<file path="src/rtl/cell_link_arbiter.sv">
// Packet-mode round-robin arbiter merging NUM_SOURCES AXI-Stream sources into one registered stream.
// Optional per-FA-interval packet budget is compiled in with CELL_LINK_ARB_BUDGET_EN.
module cell_link_arbiter #(
  parameter int unsigned NUM_SOURCES        = 3,
  parameter int unsigned DATA_WIDTH         = 32,
  parameter int unsigned WATCHDOG_WIDTH     = 7,
  parameter int unsigned MAX_PACKETS_PER_FA = 32
) (
  input  logic                              auroraUserClk,
  input  logic                              auroraUserResetN,
  input  logic                              auroraFAstrobe,
  input  logic [NUM_SOURCES-1:0]            sTVALID,
  input  logic [NUM_SOURCES-1:0]            sTLAST,
  input  logic [NUM_SOURCES*DATA_WIDTH-1:0] sTDATA,
  output logic [NUM_SOURCES-1:0]            sTREADY,
  output logic                              mTVALID,
  output logic                              mTLAST,
  output logic [DATA_WIDTH-1:0]             mTDATA,
  input  logic                              mTREADY,
  output logic [NUM_SOURCES-1:0]            grant,
  output logic                              timeoutPulse
);

  localparam int unsigned IdxW = $clog2(NUM_SOURCES);

  if (NUM_SOURCES < 2 || NUM_SOURCES > 4 || MAX_PACKETS_PER_FA == 0) begin : g_param_check
    $error("cell_link_arbiter: unsupported parameter combination");
  end

  typedef enum logic [1:0] {StIdle, StGrant, StDrain} state_e;

  state_e                    state_q;
  logic [IdxW-1:0]           idx_q;
  logic [IdxW-1:0]           rr_ptr_q;
  logic [NUM_SOURCES-1:0]    grant_q;
  logic [WATCHDOG_WIDTH-1:0] wdog_q;
  logic                      m_valid_q;
  logic                      m_last_q;
  logic [DATA_WIDTH-1:0]     m_data_q;
  logic                      timeout_q;

  logic [NUM_SOURCES-1:0] exhausted;
  logic [NUM_SOURCES-1:0] eligible;
  logic                   sel_found;
  logic [IdxW-1:0]        sel_idx;
  logic [IdxW-1:0]        rr_ptr_d;
  logic                   slot_free;
  logic                   src_hs;
  logic                   src_last;
  logic [DATA_WIDTH-1:0]  src_data;

  assign eligible  = sTVALID & ~exhausted;
  assign slot_free = !m_valid_q || mTREADY;
  assign src_hs    = sTVALID[idx_q] && sTREADY[idx_q];
  assign src_last  = sTLAST[idx_q];
  assign src_data  = sTDATA[idx_q*DATA_WIDTH +: DATA_WIDTH];

  // First eligible source at or after the round-robin pointer, wrapping.
  always_comb begin
    int unsigned cand;
    sel_found = 1'b0;
    sel_idx   = '0;
    cand      = 0;
    for (int unsigned k = 0; k < NUM_SOURCES; k++) begin
      cand = (int'(rr_ptr_q) + k) % NUM_SOURCES;
      if (!sel_found && eligible[IdxW'(cand)]) begin
        sel_found = 1'b1;
        sel_idx   = IdxW'(cand);
      end
    end
    rr_ptr_d = (sel_idx == IdxW'(NUM_SOURCES - 1)) ? '0 : sel_idx + 1'b1;
  end

  always_comb begin
    sTREADY = '0;
    unique case (state_q)
      StGrant: sTREADY[idx_q] = (wdog_q != '0) && slot_free;
      StDrain: sTREADY[idx_q] = 1'b1;
      default: sTREADY = '0;
    endcase
  end

`ifdef CELL_LINK_ARB_BUDGET_EN
  localparam int unsigned CntW = $clog2(MAX_PACKETS_PER_FA + 1);

  logic [CntW-1:0] pkt_cnt_q [NUM_SOURCES];

  always_ff @(posedge auroraUserClk) begin
    if (!auroraUserResetN || auroraFAstrobe) begin
      for (int i = 0; i < NUM_SOURCES; i++) pkt_cnt_q[i] <= '0;
    end else if (state_q == StIdle && sel_found &&
                 pkt_cnt_q[sel_idx] != CntW'(MAX_PACKETS_PER_FA)) begin
      pkt_cnt_q[sel_idx] <= pkt_cnt_q[sel_idx] + 1'b1;
    end
  end

  always_comb begin
    for (int i = 0; i < NUM_SOURCES; i++) begin
      exhausted[i] = (pkt_cnt_q[i] == CntW'(MAX_PACKETS_PER_FA));
    end
  end
`else
  assign exhausted = '0;
`endif

  always_ff @(posedge auroraUserClk) begin
    if (!auroraUserResetN) begin
      state_q   <= StIdle;
      idx_q     <= '0;
      rr_ptr_q  <= '0;
      grant_q   <= '0;
      wdog_q    <= '1;
      m_valid_q <= 1'b0;
      m_last_q  <= 1'b0;
      m_data_q  <= '0;
      timeout_q <= 1'b0;
    end else if (auroraFAstrobe) begin
      // In-flight packet is truncated; downstream resets on the same strobe.
      state_q   <= StIdle;
      rr_ptr_q  <= '0;
      grant_q   <= '0;
      m_valid_q <= 1'b0;
      m_last_q  <= 1'b0;
      timeout_q <= 1'b0;
    end else begin
      timeout_q <= 1'b0;
      if (mTREADY) m_valid_q <= 1'b0;
      unique case (state_q)
        StIdle: begin
          if (sel_found) begin
            state_q  <= StGrant;
            idx_q    <= sel_idx;
            grant_q  <= NUM_SOURCES'(1) << sel_idx;
            wdog_q   <= '1;
            rr_ptr_q <= rr_ptr_d;
          end
        end
        StGrant: begin
          if (wdog_q != '0) wdog_q <= wdog_q - 1'b1;
          if (src_hs) begin
            m_valid_q <= 1'b1;
            m_data_q  <= src_data;
            m_last_q  <= src_last;
            if (src_last) begin
              state_q <= StIdle;
              grant_q <= '0;
            end
          end else if (wdog_q == '0 && slot_free) begin
            m_valid_q <= 1'b1;
            m_last_q  <= 1'b1;
            m_data_q  <= {1'b1, {(DATA_WIDTH-1){1'b0}}};
            timeout_q <= 1'b1;
            state_q   <= StDrain;
          end
        end
        StDrain: begin
          if (src_hs && src_last) begin
            state_q <= StIdle;
            grant_q <= '0;
          end
        end
        default: state_q <= StIdle;
      endcase
    end
  end

  assign mTVALID      = m_valid_q;
  assign mTLAST       = m_last_q;
  assign mTDATA       = m_data_q;
  assign grant        = grant_q;
  assign timeoutPulse = timeout_q;

endmodule

</file>
<file path="config.mk">
export PLATFORM = sky130hd
export DESIGN_NAME = cell_link_arbiter
export DESIGN_NICKNAME = d
export VERILOG_FILES = /design/src/rtl/cell_link_arbiter.sv
export SDC_FILE = /design/constraint.sdc
export NUM_CORES = 1
export LEC_CHECK = 0
export ABC_AREA = 1
export CAP_MARGIN = 20
export CORE_MARGIN = 8
export CORE_UTILIZATION = 42
export CTS_CLUSTER_DIAMETER = 30
export DETAILED_ROUTE_END_ITERATION = 6
export PLACE_DENSITY = 0.89
export RECOVER_POWER = 50
export SLEW_MARGIN = 20
export SYNTH_ARGS = -nofsm -noshare
export SYNTH_HDL_FRONTEND = slang
export SYNTH_SLANG_ARGS = --single-unit
</file>
<file path="constraint.sdc">
create_clock -name auroraUserClk -period 1.9 [get_ports auroraUserClk]
set_input_delay 0.38 -clock auroraUserClk [delete_from_list [all_inputs] [get_ports auroraUserClk]]
set_output_delay 0.38 -clock auroraUserClk [all_outputs]
set_load 0.02 [all_outputs]
</file>
==> results.cfg, run 1 <==
[setup_path]
cpMaxStageDelayCell = clkdlybuf4s50_1
r2r_end = mTDATA[27]
critPathRequiredTime_ps = 2100
cp_common_cell = nand2_2
crit_buf_inv = 3
arrival_ps = 2230
r2r_cells = 15
r2r_slack_ps = -100
cp-start-kind = input pin
r2r-start = wdog_q[0]
critPathTopFamily = buffers and inverters
critPathMaxFanout = 4
crit_path_end_kind = flop
crit_chain = clkdlybuf4s50_1, inv_1, o21ai_0, nand2_1, nand4_1, nand2_2, buf_6, nor2_4, nand2_2, nand2_2, nand3_2
criticalPathCategory = input pin to flop
critPathMaxStageDelay_ps = 560

[routing]
via_per_inst = 5.419
wl_um = 14110
first_pass_iters = 7
ant_nets = 0
wire_per_inst_um = 18.23
vias = 4194
drtIter0Drc = 303
route.detailed.drc = 6

[yosys]
synthFlopType = dfxtp_1
avgSynthCellArea_sq_um = 6.625
synth.area.mux_share = 0
synthXorXnorAreaFrac = 0.005418
synthCells = 488
synth-edff-count = 0
synthSimpleGateAreaFrac = 0.4516
syn-num-nets = 600
async_flop_share = 0
synth_compound_area_frac = 0.1149
yosys_warnings = 0
ys_seq_elements = 51
synth-seq-area-share = 0.3158
synth_top_family_by_area = simple AND/OR/NAND/NOR gates
yosysUniqueCellTypes = 28
synthAdderAreaFrac = 0.02322
syn-cell-area_sq_um = 3233

[timing]
drv_slew = 0
worstMarginPinSlew_ps = 540.1
fin_ws_ps = -124.2
relSlewSlack = 0.6399
grt_setup_unrepaired = true
final_hold_viol_count = 0
skew_ps = 16.36
setup_viol = 36
final.min_clock_period_ps = 2024
fin_hold_ws_ps = 484.1
finalCritPeriodShare = 1.065
tns_ps = -1476
max_freq_mhz = 494.0

[cells_and_area]
layout.nets = 783
drive_above_1_share = 0.3318
layout_common_cells = clkdlybuf4s50_1 (143), nand2_1 (135), nand3_1 (52)
multi_input_area_sq_um = 2456
finalNonFillerCells = 774
diodes = 0
seqCellArea_sq_um = 1032
syn2layout_area_growth_pct = 82.62
final_common_cell = clkdlybuf4s50_1
fillCellCount = 444

[floorplan]
initial_utilization = 0.4250
core.rowCount = 32
core_sq_um = 7607
die_w_um = 103.7
dieArea_sq_um = 10760
die_h_um = 103.7
ioPinCount = 147

[clocking]
clockBufferDepth = 2
clk_latency_ps = 310
clk_pin_slew_ps = 100
cts.sinks = 51
cts_buffers = 5
clock-root-buffer = clkbuf_8
h-tree-depth = 2
hold_buffers = 0
cts_tree = built

[hold_path]
hp-start = mTDATA[5]
hold_end = mTDATA[5]
worst_hold_path_type = flop to flop
hold_path_depth = 2

[placement]
io_buffers = 146
dp_cells = 749
dp_hpwl_um = 8808
gp_congestion = 0.8958
place_ws_ps = -670.4

[run_status]
status = finished, violations left
violations = design-rule violations, negative setup slack

[pwr]
p_total_mw = 6.257
ir_drop_mv = 1.165
cellLeakagePower_nw = 2.273
power.density_nw_per_um2 = 1060

[global_route]
grt_pass1_wl_um = 19160
antenna_found_initial = 0
gr-total-overflow = 0
grt_start_max_net_pins = 33
grtUsageTotal = 0.2095
grt_pass1_vias = 3975

[run]
cap_viol_max_count = 0
-- layer usage --
| layer | vias to the layer above | track usage | wire [um] |
|---|---|---|---|
| met2 | 247 | 0.3905 | 7171 |
| met1 | 1948 | 0.2331 | 5550 |
| li1 | 1953 | - | - |
| met3 | 46 | 0.04461 | 1001 |
| met4 | 0 | 0.05584 | 389 |
| met5 | - | 0 | 0 |
-- cells in the mapped netlist, types with 2 or more instances --
master	number	area, sq um
nand2_1	181	679.4
nand3_1	57	285.3
dfxtp_1	51	1021
inv_1	34	127.6
a21oi_1	33	165.2
nand3_2	30	300.3
nor2_1	23	86.33
o21ai_0	17	85.08
buf_2	13	65.06
a21oi_2	9	78.83
ha_1	6	75.07
clkbuf_1	5	18.77
nor3_1	5	25.02
buf_4	3	22.52
buf_8	3	45.04
nand2_4	3	33.78
o211ai_1	3	22.52
a31oi_1	2	12.51
-- registers in the layout (all words and copies together), names as in the netlist --
register      cells
idx_q             2
mTDATA           32
wdog_q            7
mTVALID           1
timeoutPulse      1
state_q           2
grant             3
rr_ptr_q          2
mTLAST            1
-- where the power goes --
| group | total (mW) | switching (mW) | internal [mW] |
|---|---|---|---|
| Clock | 0.903 | 0.376 | 0.527 |
| Sequential | 1.34 | 0.133 | 1.21 |
| Combinational | 4.02 | 2.43 | 1.59 |
-- stage by stage --
| step | cell area (sq um) | utilization |
|---|---|---|
| after floorplan | 3233 | - |
| after global placement | 5014 | 0.6590 |
| after detailed placement | 5014 | 0.6590 |
| after CTS | 5349 | 0.7031 |
| after global routing | 5904 | 0.7762 |
| final | 5904 | 0.7762 |
-- worst max-delay path by stage --
stage | start | to | slack (ps) | depth (start not counted)
floorplan | wdog_q[0] | sTREADY[0] | -3 | 9
global placement | mTREADY | sTREADY[0] | -600 | 8
detailed placement | mTREADY | sTREADY[2] | -670 | 8
CTS | wdog_q[0] | sTREADY[0] | -130 | 10
global route | rr_ptr_q[0] | wdog_q[2] | -190 | 12
finish | sTVALID[2] | wdog_q[4] | -120 | 11
-- cells by family after synthesis --
logic type / after synthesis
AND/OR/NAND/NOR: 304
AO/OA/AOI/OAI: 65
adder cells (fa/ha/maj): 6
flip-flops: 51
buffers and inverters: 60
XOR/XNOR: 2
-- worst min-delay path: stages (launching register included) --
cell	delay (ps)
dfxtp_1	340
nand2_4	70
a21oi_2	40
-- layout make-up --
cell class / count / area share
Clock buffer: 6 / 0.01229
Tap cell: 102 / 0.02161
Timing Repair Buffer: 200 / 0.3403
Clock inverter: 2 / 0.01017
Inverter: 36 / 0.02479
Multi-Input combinational cell: 377 / 0.4160
Sequential cell: 51 / 0.1748
-- repair_timing --
action	in CTS	in global routing
pin swaps	9	51
endpoints found under the setup margin	48	52
gates cloned	2	1
resized for setup	44	149
buffers inserted	9	7
endpoints found under the hold margin	0	0
Note: power is estimated with default switching activity, not from simulation.
==> inputs of run 2 (changes only) <==
- GPL_TIMING_DRIVEN: default -> 0
==> results.cfg, run 2 (same netlist as run 1, synthesis figures left out) <==
[run]
cap_viol_max_count = 0

[placement]
place_ws_ps = -666.2
dp_cells = 736
gp_congestion = 0.9074
io_buffers = 146
dp_hpwl_um = 9278

[routing]
wire_per_inst_um = 17.38
ant_nets = 0
route.detailed.drc = 0
wl_um = 13280
via_per_inst = 5.335
vias = 4076
drtIter0Drc = 299
first_pass_iters = 5

[global_route]
antenna_found_initial = 1
grt_pass1_wl_um = 18940
grtUsageTotal = 0.2106
grt_start_max_net_pins = 17
gr-total-overflow = 0
grt_pass1_vias = 3791

[setup_path]
critPathMaxFanout = 8
criticalPathCategory = flop to flop
cp_common_cell = nand2_4
crit_chain = inv_1, ha_2, nand2_1, clkinv_2, nand2_4, nand2_4, nand2_4, nor2_8, clkbuf_16, nand3_2, a21oi_2
cp-start-kind = flop
arrival_ps = 2340
critPathMaxStageDelay_ps = 420
r2r_cells = 11
critPathTopFamily = simple AND/OR/NAND/NOR gates
crit_path_end_kind = flop
r2r_end = mTDATA[29]
cpMaxStageDelayCell = ha_2
critPathRequiredTime_ps = 2140
r2r_slack_ps = -210
crit_buf_inv = 3
r2r-start = state_q[1]

[clocking]
clk_pin_slew_ps = 100
clk_latency_ps = 310
cts_buffers = 5
cts_tree = built
clock-root-buffer = clkbuf_8
h-tree-depth = 2
clockBufferDepth = 2
cts.sinks = 51

[hold_path]
hp-start = mTDATA[11]
hold_end = mTDATA[11]
worst_hold_path_type = flop to flop
hold_path_depth = 2

[run_status]
status = finished, violations left
violations = negative setup slack

[cells_and_area]
layout.nets = 772
drive_above_1_share = 0.2209
final_common_cell = nand2_1
layout_common_cells = nand2_1 (169), clkdlybuf4s50_1 (118), nand3_1 (55)
syn2layout_area_growth_pct = 66.41
largest_register_ffs = 32
finalNonFillerCells = 764
post-route-util = 0.7072

[pwr]
pwr-share-seq = 0.225
ir_drop_mv = 0.8379
cellLeakagePower_nw = 2.181
p_total_mw = 5.806
power.density_nw_per_um2 = 1079
power.internal_mw = 2.948
p_sw_mw = 2.858
p_sw_frac = 0.4923
pwr-share-comb = 0.643
p_clk_frac = 0.132

[timing]
worstMarginPinSlew_ps = 723.3
final.min_clock_period_ps = 2106
max_freq_mhz = 474.9
drv_slew = 0
final_hold_viol_count = 0
fin_hold_ws_ps = 468.8
grt_setup_unrepaired = true
fin_ws_ps = -205.5
finalCritPeriodShare = 1.108
setup_viol = 43
relSlewSlack = 0.5178
skew_ps = 7.975

[floorplan]
dieArea_sq_um = 10760
ioPinCount = 147
die_h_um = 103.7
die_w_um = 103.7
initial_utilization = 0.4250
core_sq_um = 7607
core.rowCount = 32
[run 2: metal layers]
metal,global-route usage,up-vias,wire length [um]
met1,0.2306,1869,5168
met4,0.06412,0,422
li1,-,1933,-
met2,0.3859,230,6663
met3,0.05514,44,1024
met5,0,-,0
[run 2: through the flow]
step           instance area [sq um]  setup TNS, ps
2_1_floorplan                   3233         -5.079
3_3_place_gp                    4822         -10870
3_5_place_dp                    4822         -15180
4_1_cts                         5050         -270.0
5_1_grt                         5380          -7620
6_report                        5380          -4651
[run 2: power by group through the flow]
stage / registers, mW / logic (mW) / clock network [mW]
4_1_cts: 1.28 / 3.21 / 0.779
3_5_place_dp: 1.29 / 3.01 / 0
5_1_grt: 1.31 / 4.04 / 0.835
2_1_floorplan: 1.30 / 2.09 / 0
3_3_place_gp: 1.28 / 2.90 / 0
6_report: 1.31 / 3.73 / 0.767
[run 2: area by class of cell]
type                    count  area (sq um)
fillers                   553          2227
multi-input cells         377          2130
repair buffers            165          1663
flip-flops and latches     51          1028
plain buffers              24         171.4
inverters                  36         145.1
well taps                 102         127.6
clock buffers               5         68.82
clock inverters             3         43.79
diodes                      1         2.502
[run 2: repair_timing]
item	4_1_cts	5_1_grt
gates cloned	0	4
setup buffers	7	8
hold buffers	0	0
resized for setup	43	57
pin swaps	6	19
endpoints found under the setup margin	46	49
[run 2: worst min-delay path: cells and delay by family, from the launching register on]
kind | cells | cell delay (ps)
AO/OA/AOI/OAI | 1 | 50
flip-flops | 1 | 320
AND/OR/NAND/NOR | 1 | 60
[run 2: worst max path at each step]
stage          slack, ps  cells past startpoint         end  startpoint
2_1_floorplan         -3                      9  sTREADY[0]   wdog_q[0]
3_3_place_gp        -610                      8  sTREADY[0]     mTREADY
3_5_place_dp        -670                      8  sTREADY[2]     mTREADY
4_1_cts              -90                     10  sTREADY[0]   wdog_q[0]
5_1_grt             -270                     11  mTDATA[13]  state_q[1]
6_report            -210                     11  mTDATA[29]  state_q[1]
